File: src/rtl/seq_pkg.sv
// seq_pkg: shared state encoding and slot constants for the sample sequencer
package seq_pkg;
  typedef enum logic [1:0] {CAL_WAIT, CAL_IDLE, RUN_WAIT, RUN_IDLE} state_t;
  localparam logic [9:0] SLOT_WRITE = 10'd5;
  localparam logic [9:0] SLOT_SEND = 10'd6;
  localparam logic [9:0] SLOT_LAST = 10'd7;
  localparam logic [9:0] COUNTER_IDLE = 10'h3FF;
endpackage

File: src/rtl/frame_timer.sv
// frame_timer: free-running sample-period counter, ticks when the count is zero
module frame_timer #(
  parameter int FRAME_LEN = 1000
) (
  input  logic clk,
  input  logic reset,
  output logic frame_tick
);
  logic [15:0] count;
  // count 0..FRAME_LEN-1 and wrap
  always_ff @(posedge clk or posedge reset)
    if (reset) count <= '0;
    else count <= count == 16'(FRAME_LEN - 1) ? '0 : count + 16'd1;
  assign frame_tick = count == '0;
endmodule

File: src/rtl/sample_sequencer.sv
// sample_sequencer: per-sample ADC request, offset calibration and slot sequencing
module sample_sequencer import seq_pkg::*; #(
  parameter int FRAME_LEN = 1000,
  parameter int CAL_LOG2 = 4
) (
  input  logic       clk,
  input  logic       reset,
  output logic       adc_start,
  input  logic       adc_done,
  input  logic [9:0] adc_data,
  output logic [9:0] sample_voltage,
  output logic [9:0] offset,
  output logic [9:0] counter,
  output logic       ram_we,
  output logic       send_load,
  output logic       cal_done,
  output logic       overrun
);
  state_t state;
  logic frame_tick;
  logic [CAL_LOG2-1:0] cal_cnt;
  logic [9+CAL_LOG2:0] acc;
  logic [9+CAL_LOG2:0] acc_sum;
  logic [9:0] counter_next;
  logic waiting, cal_mode, accept, cal_last, run_accept, run_ok;
  frame_timer #(.FRAME_LEN(FRAME_LEN)) u_frame_timer (
    .clk(clk),
    .reset(reset),
    .frame_tick(frame_tick)
  );
  assign waiting = state == CAL_WAIT || state == RUN_WAIT;
  assign cal_mode = state == CAL_WAIT || state == CAL_IDLE;
  assign accept = adc_done && waiting;
  assign cal_last = accept && cal_mode && &cal_cnt;
  assign run_accept = accept && !cal_mode;
  assign run_ok = run_accept && counter >= SLOT_LAST;
  assign acc_sum = acc + {{CAL_LOG2{1'b0}}, adc_data};
  assign counter_next = run_ok ? 10'd0 : counter == COUNTER_IDLE ? counter : counter + 10'd1;
  // sequencer FSM with calibration, slot counter and registered strobes
  always_ff @(posedge clk or posedge reset)
    if (reset) begin
      state <= CAL_IDLE;
      adc_start <= 1'b0;
      sample_voltage <= '0;
      offset <= '0;
      counter <= COUNTER_IDLE;
      ram_we <= 1'b0;
      send_load <= 1'b0;
      cal_done <= 1'b0;
      overrun <= 1'b0;
      cal_cnt <= '0;
      acc <= '0;
    end else begin
      adc_start <= frame_tick;
      if (frame_tick) state <= cal_mode && !cal_last ? CAL_WAIT : RUN_WAIT;
      else if (accept) state <= cal_mode && !cal_last ? CAL_IDLE : RUN_IDLE;
      if (accept && cal_mode) begin
        acc <= acc_sum;
        cal_cnt <= cal_cnt + CAL_LOG2'(1);
      end
      if (cal_last) begin
        offset <= acc_sum[CAL_LOG2 +: 10];
        cal_done <= 1'b1;
      end
      if (run_ok) sample_voltage <= adc_data;
      counter <= counter_next;
      ram_we <= counter_next == SLOT_WRITE;
      send_load <= counter_next == SLOT_SEND;
      if ((frame_tick && waiting && !adc_done) || (run_accept && !run_ok)) overrun <= 1'b1;
    end
endmodule

File: config.mk
export PLATFORM = sky130hd
export DESIGN_NAME = sample_sequencer
export DESIGN_NICKNAME = d
export VERILOG_FILES = /design/src/rtl/seq_pkg.sv /design/src/rtl/frame_timer.sv /design/src/rtl/sample_sequencer.sv
export SDC_FILE = /design/constraint.sdc
export NUM_CORES = 1
export LEC_CHECK = 0
export ABC_AREA = 0
export CAP_MARGIN = 20
export CORE_UTILIZATION = 47
export CTS_CLUSTER_DIAMETER = 80
export DETAILED_ROUTE_END_ITERATION = 16
export GPL_ROUTABILITY_DRIVEN = 0
export HOLD_SLACK_MARGIN = 0.06
export PLACE_DENSITY = 0.75
export SKIP_CTS_REPAIR_TIMING = 1
export SLEW_MARGIN = 40
export SYNTH_ARGS = -nofsm -noshare
export SYNTH_HDL_FRONTEND = slang
export SYNTH_SLANG_ARGS = --single-unit
File: constraint.sdc
create_clock -name clk -period 3.1 [get_ports clk]
set_clock_uncertainty 0.2 [all_clocks]
set_input_delay 0.465 -clock clk [delete_from_list [all_inputs] [get_ports clk]]
set_output_delay 0.465 -clock clk [all_outputs]
set_load 0.02 [all_outputs]
---- After elaboration in Yosys (flattened, before gate mapping) ----
Cells that the tools add are included.
W data, S select, Z words.
storage, ports and cells
  bits in registers ....................... 71
  input port bits ......................... 13
  output and inout port bits .............. 35
  word-level logic and storage cells ...... 50
operators by class
  add/sub/neg operators ................... 4
  magnitude comparators ................... 1
  eq/ne operators ......................... 6
  multiplexer cells ....................... 7
  reduce and logical (&&, ||, !) cells .... 20
operator list
  cell                     count
  $eq A10 B3 Y1 const B    2
  $mux W10                 2
  $add A16 B1 Y16 const B  1
  $eq A16 B10 Y1 const B   1
  $logic_not A16 Y1        1
  $mux W16                 1
  $add A14 B10 Y14         1
  $add A10 B1 Y10 const B  1
  $eq A10 B10 Y1 const B   1
  $ge A10 B3 Y1 const B    1
  $logic_and A1 B1 Y1      9
  $mux W2                  4
  $add A4 B1 Y4 const B    1
  $logic_not A1 Y1         4
  $reduce_and A4 Y1        1
  $logic_or A1 B1 Y1       3
  $eq A2 B1 Y1 const B     1
  $eq A2 B2 Y1 const B     1
  $logic_not A2 Y1         1
  $reduce_bool A2 Y1       1

---- Logic depth before layout (Yosys ltp) ----
Gate-level depths: netlist of the first run.
  depth in word-level cells ............... 10
  gate-level depth with buffers ........... 9
  depth with buffers taken out ............ 9

---- By module ----
Synthesis of the first run repeated with hierarchy kept, for this count alone.
second synthesis, totals
  cells, all modules ...................... 364
  area, all modules ....................... 3,656.0 um^2
by module, submodules not included
  module            times used  cells each  area each (um^2)  sequential area each (um^2)
  sample_sequencer  1           288         2,867.8           1,390.1
  frame_timer       1           76          788.3             400.4

---- Least setup slack after synthesis of the first run ----
Ideal clock, no wire load.
  kind .................................... input to register
  from .................................... input port adc_data[0]
  to ...................................... register offset[8]
  library setup time ...................... 0.082 ns
  arrival ................................. 2.265 ns
  data required time ...................... 2.818 ns
  slack ................................... 0.553 ns
  stages .................................. 9
  path buffers ............................ 0
  path through ............................ ha_1 > inv_1 > fa_1 > and2b_1 > o31a_2 > nor2_1 > o31a_1 > or3_1 > a31oi_1
on the way
  longest elaborated chain between the ends .. 1
ends and longest elaborated chain
  what                    RTL line                source
  start: declaration      sample_sequencer.sv:10  input logic [9:0] adc_data,
  $add A14 B10 Y14        sample_sequencer.sv:37  assign acc_sum = acc + {{CAL_LOG2{1'b0}}, adc_data};
  end signal: assignment  sample_sequencer.sv:62  offset <= acc_sum[CAL_LOG2 +: 10];
  end: declaration        sample_sequencer.sv:12  output logic [9:0] offset,
Every way passes these cells.
A chain may end at the register's enable or synchronous reset.

---- Final worst setup path of the first run ----
Same ends and word-level chain as after synthesis.

==> flow_metrics.env, run 1 <==
export IMPL_synthesis_to_layout_area_growth_pct=21.8
export IMPL_worst_path_setup_slack_after_routing_ns=0.344
export IMPL_antenna_diode_count=0
export IMPL_vias_per_cell=5.25
export IMPL_fraction_of_registers_with_async_set_or_reset_after_synthesis_pct=100
export IMPL_postSynthNetCount=394
export IMPL_yosysWarningCount=0
export IMPL_crit_path_max_incr_delay_ns=0.48
export IMPL_hold_start="cal_done"
export IMPL_final_antenna_net_count=0
export IMPL_setup_violations_final=0
export IMPL_crit_path_buf_inv_count=2
export IMPL_cp_slowest_cell="sky130_fd_sc_hd__clkdlybuf4s50_1"
export IMPL_die_ar_sq_um=8050
export IMPL_critical_path_reg2reg_startpoint="counter[0]"
export IMPL_clock_path_buffers=2
export IMPL_final_cell_mix="sky130_fd_sc_hd__dfrtp_1 (60), sky130_fd_sc_hd__nand2_1 (50), sky130_fd_sc_hd__clkdlybuf4s50_1 (47)"
export IMPL_leakage_uw=0.00198
export IMPL_power_switching_uw=1020
export IMPL_postSynthRegisterBits=71
export IMPL_clock_tree_root_cell="sky130_fd_sc_hd__clkbuf_8"
export IMPL_hold_path_class="flop to flop"
export IMPL_cts_tree="done"
export IMPL_power_clock_fraction_pct=23.3
export IMPL_drcViolationCount=0
export IMPL_synth_top_area_share_pct=41.5
export IMPL_ys_flop_type="sky130_fd_sc_hd__dfrtp_1"
export IMPL_path_cells="clkdlybuf4s50_1, ha_1, inv_1, fa_1, and2b_1, o31a_2, nor2_1, o31a_1, or3_1, a31oi_1"
export IMPL_cts_made_buffers=9
export IMPL_core_sq_um=7330
export IMPL_max_freq_mhz=363
export IMPL_clk_pin_slew_worst_paths_ns=0.07
export IMPL_io_buffers=47
export IMPL_cp_startpoint="adc_data[0]"
export IMPL_hpwl_mm=5.02
export IMPL_synthDistinctLibCells=49
export IMPL_worst_slew_pin_transition_ns=0.664
export IMPL_synth_seq_area_share_pct=49.5
export IMPL_fp_row_count=31
export IMPL_globalRouteTotalUtil_pct=19.2
export IMPL_final_max_slew_violation_count=0
export IMPL_clock_latency_ns=0.35
export IMPL_fillerInstances=615
export IMPL_worst_path_max_fanout=3
export IMPL_grt_remaining_overflow=0
export IMPL_first_global_vias=2697
export IMPL_grt_start_max_net_pins=46
export IMPL_critical_path_top_delay_family="simple AND/OR/NAND/NOR gates"
export IMPL_initial_core_util_pct=49.3
export IMPL_outcome="completed"
export IMPL_worst_slew_margin_rel_pct=55.5
export IMPL_finalCriticalPeriod_ns=2.76
export IMPL_netlist_instances=366
export IMPL_floorplan_die_height_microns=89.7
export IMPL_ir_worst_vdd_mv=0.451
export IMPL_tns_ns=0
export IMPL_power_report_internal_total_uw=1860
export IMPL_drive_gt1_share_pct=12.7
export IMPL_post_route_cell_area_sq_um=4400
export IMPL_i_o_pin_cnt=48
export IMPL_layout_cells_most_common="sky130_fd_sc_hd__dfrtp_1"
export IMPL_drt_iter0_drc=86
export IMPL_synth_avg_cell_area_sq_um=9.88
export IMPL_critical_path_endpoint_type="flop"
export IMPL_comb_power_share_pct=32.7
export IMPL_final_util_pct=60.1
export IMPL_synth_edf_count=0
export IMPL_p_per_area_nw_per_um2=653
export IMPL_finalNonFillerCells=524
export IMPL_route_final_wire_length_mm=7.06
export IMPL_pre_cts_ws_ns=0.0162
export IMPL_final_min_period_over_clock_period_pct=88.9
export IMPL_clkSinkCount=71
export IMPL_netSwitchingFraction_pct=35.4
export IMPL_synth_top_cell_by_area="sky130_fd_sc_hd__dfrtp_1"
export IMPL_placedCellCount=508
export IMPL_grt_setup_unrepaired="no"
export IMPL_dr_pass1_iters=4
export IMPL_area_post_placement_sq_um=4220
export IMPL_htreeDepth=3
export IMPL_die_w_microns=89.7
export IMPL_data_arrival_time_of_the_critical_path_ns=2.82
export IMPL_grt_antenna_before_repair=0
export IMPL_yosys_top_cells_area="sky130_fd_sc_hd__dfrtp_1 (42%), sky130_fd_sc_hd__dfstp_2 (8.0%), sky130_fd_sc_hd__nand2_1 (5.2%), sky130_fd_sc_hd__ha_1 (4.8%), sky130_fd_sc_hd__xnor2_1 (4.1%)"
export IMPL_start_kind="input pin"
export IMPL_power_frac_seq_pct=44.0
export IMPL_worst_r2r_setup_slack_ns=0.57
export IMPL_drt_wirelength_per_cell_microns=13.5
export IMPL_path_class="input pin to flop"
export IMPL_finalHoldViolCount=0
export IMPL_critPathRequiredTime_ns=3.17
export IMPL_num_nets_final=448
export IMPL_syn_cell_area_sq_um=3620
export IMPL_vias=2749
export IMPL_number_of_maximum_capacitance_constraint_violations=0
export IMPL_grt_pass1_wl_mm=12.5
power by group through the flow:
stage	clock network, uW	logic (uW)	registers [uW]
final	671	940	1270
after global routing	728	1050	1290
after CTS	693	940	1260
after detailed placement	0	932	1280
after global placement	0	909	1270
after floorplan	0	639	1280
final timing paths:
path                                     end  cells after the start
max in group asynchronous         counter[6]                      3
hold reg to reg                     cal_done                      1
setup / recovery                   offset[8]                     10
setup reg to reg                      ram_we                      8
hold / removal                      cal_done                      1
min in group asynchronous  sample_voltage[0]                      3
logic make-up (layout without fill, tap and decap cells):
| family | count (synthesis) | in the layout | synth area share [%] |
|---|---|---|---|
| AND/OR/NAND/NOR | 157 | 157 | 21.2 |
| adder cells (fa/ha/maj) | 15 | 15 | 5.40 |
| XOR/XNOR | 29 | 29 | 7.02 |
| multiplexers | 14 | 14 | 4.22 |
| flip-flops | 71 | 71 | 49.5 |
| buffers and inverters | 23 | 82 | 2.63 |
| AO/OA/AOI/OAI | 57 | 57 | 10.0 |
final cells by class:
class | count | area (sq um) | area share, %
Sequential cell | 71 | 1790 | 40.7
Multi-Input combinational cell | 272 | 1730 | 39.3
Timing Repair Buffer | 56 | 538 | 12.2
Clock buffer | 11 | 151 | 3.44
Tap cell | 99 | 124 | 2.81
Inverter | 10 | 37.5 | 0.852
Clock inverter | 5 | 32.5 | 0.739
flip-flops by register name (all words and copies together) (netlist names):
name	flops
counter	10
overrun	1
cal_cnt	4
u_frame_timer.count	16
cal_done	1
offset	10
sample_voltage	10
acc	14
send_load	1
state	2
ram_we	1
adc_start	1
per-layer routing:
layer	share of wire, %	global-route usage, %	vias to the layer above
met5	0	0	-
met4	1.3	8.88	0
met3	3.5	3.30	8
met2	47	30.6	50
met1	48	25.6	1303
li1	-	-	1388
worst register-to-register path, delay by kind of cell, from the launching register on:
family | cells | cell delay [ns]
AO/OA/AOI/OAI | 1 | 0.48
flip-flops | 1 | 0.64
AND/OR/NAND/NOR | 5 | 0.52
buffers and inverters | 1 | 0.28
adder cells (fa/ha/maj) | 1 | 0.30
Yosys cell counts, types with 9 or more instances:
cell type	number
sky130_fd_sc_hd__ha_1	14
sky130_fd_sc_hd__mux2_2	10
sky130_fd_sc_hd__nor2_1	31
sky130_fd_sc_hd__dfstp_2	11
sky130_fd_sc_hd__a21oi_1	9
sky130_fd_sc_hd__dfrtp_1	60
sky130_fd_sc_hd__nand4_1	10
sky130_fd_sc_hd__nand3_1	15
sky130_fd_sc_hd__nor3_1	13
sky130_fd_sc_hd__o21ai_0	20
sky130_fd_sc_hd__inv_1	10
sky130_fd_sc_hd__nand2_1	50
sky130_fd_sc_hd__xnor2_1	17
sky130_fd_sc_hd__xor2_1	12
stage by stage:
stage | hold WS [ns] | power [uW]
after floorplan | 0.246 | 1920
after global placement | 0.254 | 2180
after detailed placement | 0.251 | 2210
after CTS | 0.270 | 2900
after global routing | 0.299 | 3070
final | 0.269 | 2880
No activity file was read; power rests on OpenSTA's default activity.
==> run 2, diff against run 1 <==
Settings changed: CAP_MARGIN 20 to 0.
==> results of run 2 <==
Same layout as run 1: the final DEF is identical, and so are final timing and power.
==> run 3, diff against run 2 <==
Settings changed: HOLD_SLACK_MARGIN 0.06 to default.
==> results of run 3 <==
Same layout as run 1: the final DEF is identical, and so are final timing and power.
